## config.mk

```make
export PLATFORM = sky130hd
export DESIGN_NAME = sw_debounce
export DESIGN_NICKNAME = d
export VERILOG_FILES = /design/src/rtl/sw_io_pkg.sv /design/src/rtl/sw_debounce_bit.sv /design/src/rtl/sw_debounce.sv
export SDC_FILE = /design/constraint.sdc
export NUM_CORES = 1
export LEC_CHECK = 0
export ABC_CLOCK_PERIOD_IN_PS = 6500
export BUFFER_PORTS_ARGS = -buffer_cell sky130_fd_sc_hd__buf_2
export CAP_MARGIN = 30
export CORE_UTILIZATION = 59
export CTS_CLUSTER_DIAMETER = 200
export DETAILED_ROUTE_END_ITERATION = 10
export GPL_TIMING_DRIVEN = 0
export HOLD_SLACK_MARGIN = 0.08
export PLACE_DENSITY = 0.9
export SLEW_MARGIN = 20
export SYNTH_ARGS = -nofsm -noshare
export SYNTH_HDL_FRONTEND = slang
export SYNTH_HIERARCHICAL = 1
export SYNTH_SLANG_ARGS = --single-unit
```

## constraint.sdc

```tcl
create_clock -name clk_i -period 6.5 [get_ports clk_i]
set_input_delay 0.325 -clock clk_i [delete_from_list [all_inputs] [get_ports clk_i]]
set_output_delay 0.325 -clock clk_i [all_outputs]
set_load 0.05 [all_outputs]
```

## src/rtl/sw_io_pkg.sv

```systemverilog
// Shared switch-I/O definitions: the LSU-facing switch word type and the
// debounce defaults used by sw_debounce.
package sw_io_pkg;

    localparam int SW_WORD_W         = 32;
    localparam int TICK_DIV_DEF      = 50000;  // 1 ms at 50 MHz
    localparam int STABLE_TICKS_DEF  = 8;

    // Word seen by the LSU on its switch-address read path.
    typedef logic [SW_WORD_W-1:0] io_sw_t;

endpackage

```

## src/rtl/sw_debounce_bit.sv

```systemverilog
// One switch lane: two-flop synchroniser, tick-qualified stability counter,
// debounced state flop, and registered output with matching edge pulses.
module sw_debounce_bit #(
    parameter int STABLE_TICKS = 8
) (
    input  logic clk_i,
    input  logic rst_i,
    input  logic tick_i,
    input  logic raw_i,
    output logic sw_o,
    output logic rise_o,
    output logic fall_o
);

    localparam int CW = $clog2(STABLE_TICKS + 1);
    localparam logic [CW-1:0] CNT_LAST = CW'(STABLE_TICKS - 1);

    logic [1:0]    sync_pipe;
    logic          sync;
    logic [CW-1:0] cnt;
    logic          stable;

    assign sync = sync_pipe[1];

    // Bring the asynchronous level into the clock domain.
    always_ff @(posedge clk_i) begin
        if (rst_i) sync_pipe <= '0;
        else       sync_pipe <= {sync_pipe[0], raw_i};
    end

    // Flip only after STABLE_TICKS consecutive ticks of disagreement;
    // any agreement in between restarts the count.
    always_ff @(posedge clk_i) begin
        if (rst_i) begin
            cnt    <= '0;
            stable <= 1'b0;
        end else if (sync == stable) begin
            cnt <= '0;
        end else if (tick_i) begin
            if (cnt == CNT_LAST) begin
                stable <= sync;
                cnt    <= '0;
            end else begin
                cnt <= cnt + 1'b1;
            end
        end
    end

    // Output register; pulses land in the same cycle the new level appears.
    always_ff @(posedge clk_i) begin
        if (rst_i) begin
            sw_o   <= 1'b0;
            rise_o <= 1'b0;
            fall_o <= 1'b0;
        end else begin
            sw_o   <= stable;
            rise_o <= stable & ~sw_o;
            fall_o <= ~stable & sw_o;
        end
    end

endmodule

```

## src/rtl/sw_debounce.sv

```systemverilog
// Switch conditioning ahead of the LSU switch port: per-bit debounce lanes
// sharing one free-running sample prescaler.
// Optional sticky change interrupt enabled by defining SW_DEBOUNCE_IRQ_EN.
module sw_debounce
    import sw_io_pkg::*;
#(
    parameter int NUM_SW       = 18,
    parameter int TICK_DIV     = TICK_DIV_DEF,
    parameter int STABLE_TICKS = STABLE_TICKS_DEF
) (
    input  logic                 clk_i,
    input  logic                 rst_i,
    input  logic [NUM_SW-1:0]    sw_raw_i,
    output logic [SW_WORD_W-1:0] io_sw_o,
    output logic [NUM_SW-1:0]    sw_rise_o,
    output logic [NUM_SW-1:0]    sw_fall_o,
    output logic                 sw_irq_o,
    input  logic                 sw_irq_clr_i
);

    localparam int PW = $clog2(TICK_DIV);
    localparam logic [PW-1:0] PRE_LAST = PW'(TICK_DIV - 1);

    logic [PW-1:0]     pre;
    logic              tick;
    logic [NUM_SW-1:0] sw_q;
    io_sw_t            io_word;

    assign tick = (pre == PRE_LAST);

    // Free-running sample prescaler; input activity never restarts it.
    always_ff @(posedge clk_i) begin
        if (rst_i)     pre <= '0;
        else if (tick) pre <= '0;
        else           pre <= pre + 1'b1;
    end

    for (genvar i = 0; i < NUM_SW; i++) begin : g_bit
        sw_debounce_bit #(
            .STABLE_TICKS (STABLE_TICKS)
        ) u_bit (
            .clk_i  (clk_i),
            .rst_i  (rst_i),
            .tick_i (tick),
            .raw_i  (sw_raw_i[i]),
            .sw_o   (sw_q[i]),
            .rise_o (sw_rise_o[i]),
            .fall_o (sw_fall_o[i])
        );
    end

    // Zero-extend the debounced lanes into the LSU switch word.
    always_comb begin
        io_word               = '0;
        io_word[NUM_SW-1:0]   = sw_q;
    end

    assign io_sw_o = io_word;

`ifdef SW_DEBOUNCE_IRQ_EN
    // Sticky change flag; a new event wins over a same-cycle clear.
    always_ff @(posedge clk_i) begin
        if (rst_i)                          sw_irq_o <= 1'b0;
        else if (|sw_rise_o || |sw_fall_o)  sw_irq_o <= 1'b1;
        else if (sw_irq_clr_i)              sw_irq_o <= 1'b0;
    end
`else
    logic unused_irq_clr;
    assign unused_irq_clr = sw_irq_clr_i;
    assign sw_irq_o       = 1'b0;
`endif

endmodule

```

== Yosys cells after proc, flatten, opt, wreduce, memory -nomap -nowiden ==
Index checks and enable logic that the tools add are counted.

* Flip-flop bits (word level): 196
* Latch bits: 0
* Memory bits (writable): 0
* Memory bits (read-only): 0
* Input port bits: 21
* Output and inout port bits: 69
* Logic and storage cells: 310
* Memories kept: 0

* Add/subtract/negate cells: 19
* Multiply operators: 0
* Div/mod/pow operators: 0
* Order comparisons: 0
* Eq/ne operators: 37
* Shifts and indexed selects: 0
* Muxes and demuxes: 18
* Bitwise logic cells: 90
* Reductions and logical operators: 37

{| class="wikitable"
|+ Operators with widths
! operator !! count
|-
| $add A4 B1 Y4 const B || 18
|-
| $eq A4 B3 Y1 const B || 18
|-
| $mux W4 || 18
|-
| $not A1 Y1 || 54
|-
| $reduce_and A3 Y1 || 18
|-
| $reduce_or A2 Y1 || 19
|-
| $and A1 B1 Y1 || 36
|-
| $eq A1 B1 Y1 || 18
|-
| $add A16 B1 Y16 const B || 1
|-
| $eq A16 B16 Y1 const B || 1
|}

== Longest topological paths before layout ==
Gate-level depths: netlist of run 1.

* Depth after elaboration: 3
* Gate-level depth with buffers: 7
* Mapped depth without buffers: 6

== Hierarchy ==
The synthesis of run 1 kept the hierarchy.

{| class="wikitable"
|+ Modules (own cells, without submodules)
! module !! instances !! cells each !! area each (um^2) !! seq. area each (um^2)
|-
| sw_debounce_bit || 18 || 34 || 364.1 || 200.2
|-
| sw_debounce || 1 || 97 || 827.0 || 320.3
|}

== Worst setup path after synthesis of run 1 ==
No wires, ideal clock.

* Path kind: register to register
* From: reg pre[0]
* To: reg g_bit[0].u_bit.cnt[3]
* Library setup time: 0.066 ns
* Arrival time: 3.656 ns
* Data required time: 6.434 ns
* Slack: 2.778 ns
* Stages on the path, launching flop included: 7
* Path buffers: 0
* Period minus slack after synthesis: 3.722 ns
* Cell sequence: dfxtp_1 > ha_1 > nand4_2 > and4b_1 > nand4_1 > or3_1 > a21oi_2

* Longest elaborated chain between the ends: 1

{| class="wikitable"
|+ Ends and longest elaborated chain
! what !! line !! text
|-
| from (decl) || sw_debounce.sv:24 || <nowiki>logic [PW-1:0] pre;</nowiki>
|-
| from (signal assigned) || sw_debounce.sv:35 || <nowiki>else pre <= pre + 1'b1;</nowiki>
|-
| $eq A16 B16 Y1 || sw_debounce.sv:29 || <nowiki>assign tick = (pre == PRE_LAST);</nowiki>
|-
| net tick || sw_debounce.sv:25 || <nowiki>logic tick;</nowiki>
|-
| to (signal assigned) || sw_debounce_bit.sv:44 || <nowiki>cnt <= cnt + 1'b1;</nowiki>
|-
| to (decl) || sw_debounce_bit.sv:20 || <nowiki>logic [CW-1:0] cnt;</nowiki>
|}

The timed path passes the listed nets, and every way through them passes these cells.
A chain may end at the register's enable or synchronous reset.

== Worst setup path in the final report of run 1 ==
* From: reg pre[0]
* To: reg g_bit[5].u_bit.cnt[3]

* Longest elaborated chain between the ends: 1

{| class="wikitable"
|+ Ends and longest elaborated chain
! what !! line
|-
| $eq A16 B16 Y1 || sw_debounce.sv:29
|-
| net tick || sw_debounce.sv:25
|-
| to (signal assigned) || sw_debounce_bit.sv:44
|-
| to (decl) || sw_debounce_bit.sv:20
|}

The timed path passes the listed nets, and every way through them passes these cells.

==> results of run 1 <==
-- final timing paths --
| path | startpoint | endpoint | slack, ps | depth (start not counted) |
|---|---|---|---|---|
| max | pre[0] | g_bit[5].u_bit/cnt[3] | 3700 | 7 |
| min | sw_raw_i[0] | g_bit[0].u_bit/sync_pipe[0] | 100 | 2 |
| min reg2reg | g_bit[17].u_bit/sw_o | g_bit[17].u_bit/rise_o | 430 | 1 |
| max reg2reg | pre[0] | g_bit[5].u_bit/cnt[3] | 3700 | 7 |
-- state kept, by name (all words and copies together), names as in the netlist --
name and cells:
g_bit.u_bit/rise_o 18, g_bit.u_bit/fall_o 18, pre 16, g_bit.u_bit/sw_o 18
g_bit.u_bit/stable 18, g_bit.u_bit/cnt 72, g_bit.u_bit/sync_pipe 36
-- metal layers --
| metal | routed length, um | GRT usage (%) | share of wire, % | vias up |
|---|---|---|---|---|
| met3 | 497 | 5.42 | 3.8 | 20 |
| met1 | 5450 | 23.3 | 42 | 2480 |
| li1 | - | - | - | 2613 |
| met4 | 197 | 8.14 | 1.5 | 0 |
| met5 | 0 | 0 | 0 | - |
| met2 | 6860 | 39.0 | 53 | 116 |
-- layout make-up --
cell class | count | area [um^2] | area share, %
inverters | 3 | 11.3 | 0.129
multi-input cells | 507 | 3370 | 38.7
well taps | 168 | 210 | 2.41
repair buffers | 75 | 408 | 4.68
clock inverters | 12 | 201 | 2.31
flip-flops and latches | 196 | 3920 | 45.0
plain buffers | 17 | 129 | 1.48
clock buffers | 20 | 467 | 5.35
-- cell usage after synthesis --
| library cell | number |
|---|---|
| xnor2_1 | 13 |
| nand4b_1 | 18 |
| a21oi_2 | 18 |
| nand3b_1 | 36 |
| a21oi_1 | 18 |
| buf_4 | 15 |
| nor4bb_1 | 2 |
| ha_1 | 19 |
| xor2_1 | 37 |
| nand2b_1 | 36 |
| or2_1 | 1 |
| or3_1 | 18 |
| nor3b_1 | 18 |
| inv_1 | 3 |
| buf_2 | 1 |
| and4b_1 | 1 |
| conb_1 | 1 |
| dfxtp_1 | 196 |
| nand3_1 | 5 |
| nor3_1 | 4 |
| nor4_1 | 4 |
| mux2i_1 | 36 |
| nor2b_1 | 72 |
| nand2_1 | 40 |
| buf_6 | 1 |
| nand4_2 | 1 |
| nand4_1 | 21 |
| nor2_1 | 74 |
-- logic make-up after synthesis --
family          synth area share [%]
simple gates                    27.5
xor+xnor                        5.93
fa+ha+maj                       3.22
buf+inv                         1.90
mux                             4.88
flops                           53.2
compound gates                  3.36
other cells                   0.0508
-- power groups by stage --
stage | clock network [mW] | registers, mW | logic (mW)
CTS | 1.17 | 1.22 | 0.0650
global placement | 0 | 1.25 | 0.0616
detailed placement | 0 | 1.25 | 0.0643
finish | 1.15 | 1.22 | 0.0648
floorplan | 0 | 1.24 | 0.0448
global route | 1.23 | 1.22 | 0.0706
-- worst max-delay path: stages (launching register included) --
cell and delay (ps):
dfxtp_1 380, ha_1 250, nand4_2 190, and4b_4 960
buf_12 300, nand4_1 140, or3_1 360, a21oi_2 140
-- metrics by stage --
| step | util, % | cell area (um^2) |
|---|---|---|
| global route | 72.0 | 8720 |
| detailed placement | 66.5 | 8060 |
| CTS | 72.0 | 8720 |
| floorplan | - | 7430 |
| global placement | 66.1 | 8010 |
| finish | 72.0 | 8720 |
==> impl_metrics.py, run 1 <==
metrics = {
    "cts": {
        "numCtsBuffers": 17,
        "cts.sinks": 196,
        "htreeDepth": 4,
        "cts_resized": 0,
        "insertion_delay_ps": 430,
        "path_clk_slew_ps": 70,
        "root_buffer": "clkbuf_16",
        "hold_buffers": 0,
        "cts_setup_buffers": 0,
        "cts_buffer_depth": 2,
        "cts_tree": "built",
    },
    "worst_setup_path": {
        "path_class": "flip-flop to flip-flop",
        "end_kind": "flip-flop",
        "path_max_fanout": 68,
        "cp.required_ps": 6860,
        "arrival_ps": 3160,
        "crit_path_start_kind": "flip-flop",
    },
    "placement": {
        "dpl.hpwl_mm": 8.46,
        "place_ws_ps": 3750,
        "port_buffers": 73,
        "gp_congestion": 0.696,
        "place_inst": 966,
    },
    "timing": {
        "hold_viol": 0,
        "setup_violations": 0,
        "holdWs_ps": 102,
        "relSlewSlack_pct": 42.4,
        "tightest_slew_ps": 864,
        "drv_slew": 0,
        "clock_skew_ps": 4.49,
        "max_freq_ghz": 0.357,
        "final.min_clock_period_ps": 2800,
        "period_share_pct": 43.0,
        "worst_slack_ps": 3700,
        "fin_tns_setup_ps": 0,
        "rsz0062_at_grt": "false",
    },
    "power": {
        "powerDensity_nw_per_um2": 279,
        "ir_drop_mv": 0.169,
        "intPower_mw": 1.95,
        "pwr-share-comb_pct": 2.7,
        "leakage_nw": 3.51,
        "total_power_mw": 2.44,
        "p_sw_uw": 486,
        "pwr-share-clk_pct": 47.3,
        "p_seq_share_pct": 50.0,
        "switching_share_pct": 20.0,
    },
    "floorplanning": {
        "core-area_um2": 12100,
        "initial_utilization_pct": 60.9,
        "ioPinCount": 90,
        "fp.dieH_um": 114,
        "core.rowCount": 40,
        "dieArea_um2": 13000,
        "fp.dieW_um": 114,
    },
    "grt": {
        "overflow": 0,
        "grt_pass1_vias": 4976,
        "grt_max_degree": 69,
        "antenna_found_initial": 0,
        "track_usage_pct": 21.2,
        "grt_pass1_wl_mm": 21.9,
    },
    "routing": {
        "avgRoutedWirePerCell_um": 13.0,
        "drt_iter0_drc": 338,
        "avgViaCountPerCell": 5.24,
        "first_pass_iters": 5,
        "vias": 5229,
        "drt-total-wl_mm": 13.0,
        "drc": 0,
        "ant_nets": 0,
    },
    "synthesis": {
        "yosysTopAreaCellShare_pct": 53.2,
        "yosys.area.top_type": "dfxtp_1",
        "ys_ff_latch": 196,
        "yosysWarnings": 6,
        "ys_types": 28,
        "syn_inst": 709,
        "netlist_area_um2": 7380,
        "yosysSeqAreaShare_pct": 53.2,
        "synth.avg_cell_area_um2": 10.4,
        "synth_area_leaders": "dfxtp_1 53%, nor2b_1 6.1%, mux2i_1 4.9%, xor2_1 4.4%, nor2_1 3.8%",
    },
    "cells_and_area": {
        "final_common_cell": "dfxtp_1",
        "n_fill_cell": 860,
        "area_growth_pct": 18.2,
        "mostFrequentLayoutCells": "196 x dfxtp_1, 74 x nor2_1, 73 x buf_2",
        "layout.nets": 857,
        "layout-drive-gt1-share_pct": 17.3,
        "n_antenna_cell": 0,
        "instances_no_fill": 998,
    },
    "status": {
        "status": "finished, final reports clean",
    },
    "worst_hold_path": {
        "hold_path.class": "input port to flip-flop",
    },
    "flow_run": {
        "maxCapViolCount": 0,
    },
}
(Power assumes the default switching activity.)
==> run 2: changes to the inputs <==
- ABC_AREA: unset -> 1
- ABC_CLOCK_PERIOD_IN_PS: 6500 -> 2500
- CORE_UTILIZATION: 59 -> 53
- PLACE_DENSITY: 0.9 -> 0.85
- clock period: 6.5 -> 2.5 ns (I/O delays scaled with it)
==> run 2 against run 1 <==
Effect of this change:
- critical endpoint is now g_bit[12].u_bit/stable
- die area grew 26%
- via count increased by 35%
- non-clock buffer count is 28 higher
- final cell count grew 52%
- critical path type unchanged
- worst setup slack worse by 3300 ps
==> impl_metrics.py, run 2 <==
metrics = {
    "worst_setup_path": {
        "path_class": "flip-flop to flip-flop",
        "rrSetupSlack_ps": 380,
        "r2r_cells": 10,
        "path_max_fanout": 40,
        "r2r-start": "pre[0]",
        "end_kind": "flip-flop",
        "arrival_ps": 2440,
        "cp.required_ps": 2820,
        "r2r-end": "g_bit[12].u_bit/stable",
        "crit_path_start_kind": "flip-flop",
    },
    "grt": {
        "use_met2_pct": 35.7,
        "antenna_found_initial": 0,
        "grt_pass1_wl_mm": 25.2,
        "grt_max_degree": 85,
        "busiest_layer": "met2",
        "grt_pass1_vias": 6336,
        "overflow": 0,
        "use_met3_pct": 4.94,
        "track_usage_pct": 18.9,
        "grtUsageMet1_pct": 20.3,
    },
    "cells_and_area": {
        "layout.nets": 1332,
        "final_common_cell": "nor2_1",
        "largest_reg_flops": 72,
        "top_regs": "g_bit.u_bit/cnt x72, g_bit.u_bit/sync_pipe x36",
        "n_fill_cell": 1277,
        "top_register": "g_bit.u_bit/cnt",
        "mostFrequentLayoutCells": "258 x nor2_1, 212 x nand2_1, 196 x dfxtp_1",
        "n_antenna_cell": 0,
        "layout-drive-gt1-share_pct": 16.0,
        "area_growth_pct": 20.2,
    },
    "cts": {
        "cts.sinks": 196,
        "numCtsBuffers": 17,
        "root_buffer": "clkbuf_16",
        "cts_tree": "built",
        "htreeDepth": 4,
        "path_clk_slew_ps": 70,
        "insertion_delay_ps": 430,
        "cts_buffer_depth": 2,
    },
    "worst_hold_path": {
        "hold_end": "g_bit[6].u_bit/sync_pipe[1]",
        "hold_depth": 2,
        "hold_path.class": "flip-flop to flip-flop",
        "hp-start": "g_bit[6].u_bit/sync_pipe[0]",
    },
    "routing": {
        "drc": 0,
        "vias": 7078,
        "drt-total-wl_mm": 14.9,
        "avgViaCountPerCell": 4.67,
        "drt_iter0_drc": 316,
        "first_pass_iters": 5,
        "avgRoutedWirePerCell_um": 9.84,
        "ant_nets": 0,
    },
    "timing": {
        "period_share_pct": 84.7,
        "rsz0062_at_grt": "false",
        "hold_viol": 0,
        "final.min_clock_period_ps": 2120,
        "drv_slew": 0,
        "max_freq_ghz": 0.472,
        "holdWs_ps": 400,
        "setup_violations": 0,
        "clock_skew_ps": 9.12,
    },
    "power": {
        "leakage_nw": 4.15,
        "powerDensity_nw_per_um2": 624,
        "ir_drop_mv": 0.507,
        "total_power_mw": 6.27,
    },
    "synthesis": {
        "ys_types": 24,
        "ys_ff_latch": 196,
        "yosys-top-cells-count": "259 x nor2_1, 212 x nand2_1, 196 x dfxtp_1",
        "synth_area_leaders": "dfxtp_1 47%, nor2_1 12%, nand2_1 9.5%, inv_1 7.2%, nand3_1 5.8%",
        "yosysMostFrequentCell": "nor2_1",
        "yosysSeqAreaShare_pct": 46.9,
        "yosysTopAreaCellShare_pct": 46.9,
        "synth.avg_cell_area_um2": 7.25,
        "netlist_area_um2": 8360,
        "async_flop_share_pct": 0,
        "yosys.area.top_type": "dfxtp_1",
        "syn_inst": 1154,
        "synthFlopType": "dfxtp_1",
        "yosysWarnings": 6,
        "synth_edf_count": 0,
    },
    "placement": {
        "gp_congestion": 0.847,
        "port_buffers": 73,
        "dpl.hpwl_mm": 9.92,
    },
    "floorplanning": {
        "fp.dieH_um": 128,
        "initial_utilization_pct": 54.6,
        "ioPinCount": 90,
        "core-area_um2": 15300,
        "dieArea_um2": 16300,
        "core.rowCount": 45,
        "fp.dieW_um": 128,
    },
    "status": {
        "status": "finished, final reports clean",
    },
    "flow_run": {
        "maxCapViolCount": 0,
    },
}
run 2: cell families after synthesis:
family / Yosys count / synth area share (%)
simple gates: 657 / 35.3
buf+inv: 195 / 9.56
xor+xnor: 4 / 0.419
fa+ha+maj: 19 / 2.84
compound gates: 82 / 4.91
other cells: 1 / 0.0448
flops: 196 / 46.9
run 2: area by class of cell:
cell class              count  area [um^2]  area share (%)
inverters                 179          672            6.69
repair buffers            104          724            7.21
well taps                 211          264            2.63
multi-input cells         778         3710            36.9
clock inverters            12          165            1.64
flip-flops and latches    196         3920            39.0
clock buffers              20          467            4.64
plain buffers              16          128            1.27
run 2: worst max-delay path, stage by stage (launching register included):
cell     delay [ps]
dfxtp_1         370
ha_1            200
nand3_1         200
or2_2           410
nor2_4          220
buf_12          220
nand2_1         100
inv_2           100
nand3_1          90
nand2_1          70
nor2_1           40
run 2: power breakdown:
group,switching [mW],internal [mW],leakage [nW]
registers,0.0162,3.15,1.59
clock network,1.19,1.68,0.311
logic,0.150,0.0949,2.25
run 2: how the worst max path moves through the flow:
stage,endpoint,from,slack [ps],cells past startpoint
after floorplan,g_bit[0].u_bit/stable,pre[0],-60,9
after global placement,g_bit[17].u_bit/stable,pre[0],-650,9
after detailed placement,g_bit[3].u_bit/stable,pre[0],150,10
after CTS,g_bit[3].u_bit/stable,pre[0],140,10
after global routing,g_bit[12].u_bit/stable,pre[0],190,10
final,g_bit[12].u_bit/stable,pre[0],380,10
run 2: what timing repair did:
| action | in CTS | in global routing |
|---|---|---|
| setup endpoints to repair | 0 | 25 |
| setup buffers | 0 | 1 |
| endpoints found under the hold margin | 33 | 0 |
| gates resized for setup | 0 | 0 |
| hold buffers | 27 | 0 |
run 2: through the flow:
stage	setup TNS [ps]	utilization, %	cells	worst slack (ps)	cell area (um^2)
CTS	0	65.5	1514	137	10000
global route	0	65.6	1516	185	10000
detailed placement	0	59.6	1455	150	9130
global placement	-50730	59.1	1452	-651	9050
floorplan	-2140	-	1168	-56.2	8420
finish	0	65.6	1516	382	10000
run 2: routing by layer:
metal | share of wire, % | vias up
met1 | 46 | 3124
li1 | - | 3830
met4 | 1.2 | 0
met3 | 3.4 | 15
met5 | 0 | -
met2 | 50 | 109
==> run 3: changes to the inputs <==
- ABC_AREA: 1 -> 0
- ABC_CLOCK_PERIOD_IN_PS: 2500 -> 1800
- CORE_UTILIZATION: 53 -> 52
- PLACE_DENSITY: 0.85 -> 0.84
- clock period: 2.5 -> 1.8 ns (I/O delays scaled with it)
==> run 3 against run 2 <==
Effect of this change:
- hold slack improved by 5.7 ps
- the run now ends with negative setup slack left
- core utilization increased by 1.9 points
- clock skew down 0.71 ps
- clock power up 39%
- total power rose by 38%
- register-to-register slack lost 560 ps
- largest cell class unchanged
- final cell count shrank 30%
==> impl_metrics.py, run 3 (same netlist as run 1, synthesis figures left out) <==
metrics = {
    "grt": {
        "grt_max_degree": 73,
        "antenna_found_initial": 0,
        "track_usage_pct": 19.1,
        "grt_pass1_wl_mm": 22.1,
        "overflow": 0,
        "grt_pass1_vias": 4950,
    },
    "routing": {
        "first_pass_iters": 4,
        "ant_nets": 0,
        "avgRoutedWirePerCell_um": 13.0,
        "drt_iter0_drc": 227,
        "avgViaCountPerCell": 5.05,
        "vias": 5348,
        "drc": 0,
        "drt-total-wl_mm": 13.8,
    },
    "cts": {
        "path_clk_slew_ps": 70,
        "cts_tree": "built",
        "cts_buffer_depth": 2,
        "cts.sinks": 196,
        "numCtsBuffers": 17,
        "htreeDepth": 4,
        "root_buffer": "clkbuf_16",
        "insertion_delay_ps": 420,
    },
    "placement": {
        "place_ws_ps": -733,
        "place_inst": 978,
        "port_buffers": 73,
        "place_area_um2": 8110,
        "gp_congestion": 0.775,
        "dpl.hpwl_mm": 7.34,
    },
    "timing": {
        "hold_viol": 0,
        "holdWs_ps": 405,
        "final.min_clock_period_ps": 1970,
        "setup_violations": 35,
        "drv_slew": 0,
        "max_freq_ghz": 0.507,
        "rsz0062_at_grt": "true",
        "fin_tns_setup_ps": -1390,
        "period_share_pct": 110,
        "clock_skew_ps": 8.41,
        "worst_slack_ps": -174,
    },
    "cells_and_area": {
        "top_register": "g_bit.u_bit/cnt",
        "layout.nets": 906,
        "instances_no_fill": 1059,
        "layout-drive-gt1-share_pct": 21.8,
        "mostFrequentLayoutCells": "185 x dfxtp_1, 74 x nor2_1, 72 x nor2b_1, 72 x buf_2, 40 x nand2_1",
        "final_common_cell": "dfxtp_1",
        "n_fill_cell": 1062,
        "finish.instance_area_um2": 9380,
        "n_antenna_cell": 0,
        "largest_reg_flops": 72,
        "top_regs": "g_bit.u_bit/cnt x72, g_bit.u_bit/sync_pipe x36",
        "area_growth_pct": 27.1,
    },
    "worst_setup_path": {
        "cp.required_ps": 2150,
        "path_class": "flip-flop to flip-flop",
        "slowest_delay_ps": 460,
        "path_max_fanout": 6,
        "crit_path_start_kind": "flip-flop",
        "slowest_stage": "and4b_4",
        "arrival_ps": 2330,
        "crit_chain": "nand4_4, and4b_4, buf_12, buf_16, nand4_1, or3_1, a21oi_2",
        "end_kind": "flip-flop",
    },
    "power": {
        "leakage_nw": 3.78,
        "powerDensity_nw_per_um2": 923,
        "ir_drop_mv": 1.09,
    },
    "floorplanning": {
        "ioPinCount": 90,
        "core-area_um2": 13900,
        "dieArea_um2": 14700,
        "initial_utilization_pct": 53.2,
        "fp.dieH_um": 121,
        "fp.dieW_um": 121,
        "core.rowCount": 43,
    },
    "worst_hold_path": {
        "hold_path.class": "input port to flip-flop",
    },
    "flow_run": {
        "maxCapViolCount": 0,
    },
    "status": {
        "status": "complete, but fails checks",
        "violations": "negative setup slack",
    },
}
==> run 3: cell types whose count changed in the layout (fill, tap and decap cells not counted), sizes merged, moves of 72 or more <==
cell and delta:
inv -176, nand3 -92, nor2b +72, nand2 -176, nor2 -225
==> run 3: cell type report <==
cell class              count  area (um^2)  area share [%]
inverters                   3         11.3           0.120
repair buffers            122          948            10.1
plain buffers              17          135            1.44
well taps                 180          225            2.40
clock inverters            12          166            1.77
clock buffers              20          467            4.98
multi-input cells         509         3480            37.1
flip-flops and latches    196         3950            42.1
==> run 3: report_power, final <==
part           leakage (nW)  internal (mW)  switching (mW)  total [mW]
combinational          1.88          0.125           0.161       0.286
sequential             1.59           4.37          0.0224        4.40
clock                 0.305           2.33            1.65        3.98
total                  3.78           6.83            1.83        8.66
==> run 3: critical path: cells and delay by family (launching register included) <==
family                 cells  cell delay [ps]
flip-flops                 1              450
buffers and inverters      2              240
AND/OR/NAND/NOR            4             1080
AO/OA/AOI/OAI              1              140
==> run 3: per-layer routing <==
| metal | GRT usage (%) | vias to the layer above | wire length [um] |
|---|---|---|---|
| met2 | 33.3 | 94 | 7060 |
| met4 | 6.17 | 0 | 126 |
| met5 | 0 | - | 0 |
| li1 | - | 2718 | - |
| met1 | 22.4 | 2525 | 6160 |
| met3 | 5.64 | 11 | 478 |
==> run 3: path summary, 6_finish.rpt <==
path | slack, ps | cells past startpoint | end | from
worst max-delay path | -170 | 7 | g_bit[4].u_bit/cnt[3] | pre[3]
worst min-delay path | 410 | 3 | g_bit[15].u_bit/sync_pipe[0] | sw_raw_i[15]
worst max register to register | -170 | 7 | g_bit[4].u_bit/cnt[3] | pre[3]
worst min register to register | 420 | 1 | g_bit[6].u_bit/rise_o | g_bit[6].u_bit/sw_o
==> run 3: per-stage QoR <==
| step | power [mW] | utilization [%] |
|---|---|---|
| detailed placement | 4.74 | 58.4 |
| global placement | 4.73 | 58.0 |
| finish | 8.66 | 67.6 |
| CTS | 8.75 | 66.3 |
| global route | 9.00 | 67.6 |
| floorplan | 4.66 | - |
==> run 3: repair_timing <==
action                     in CTS  in global routing
setup buffers                  11                 10
hold buffers                   21                  0
setup endpoints to repair     105                 98
hold endpoints to repair       26                  0
cloned                          5                  2
pin swaps                       6                  8
gates resized for setup        16                 15
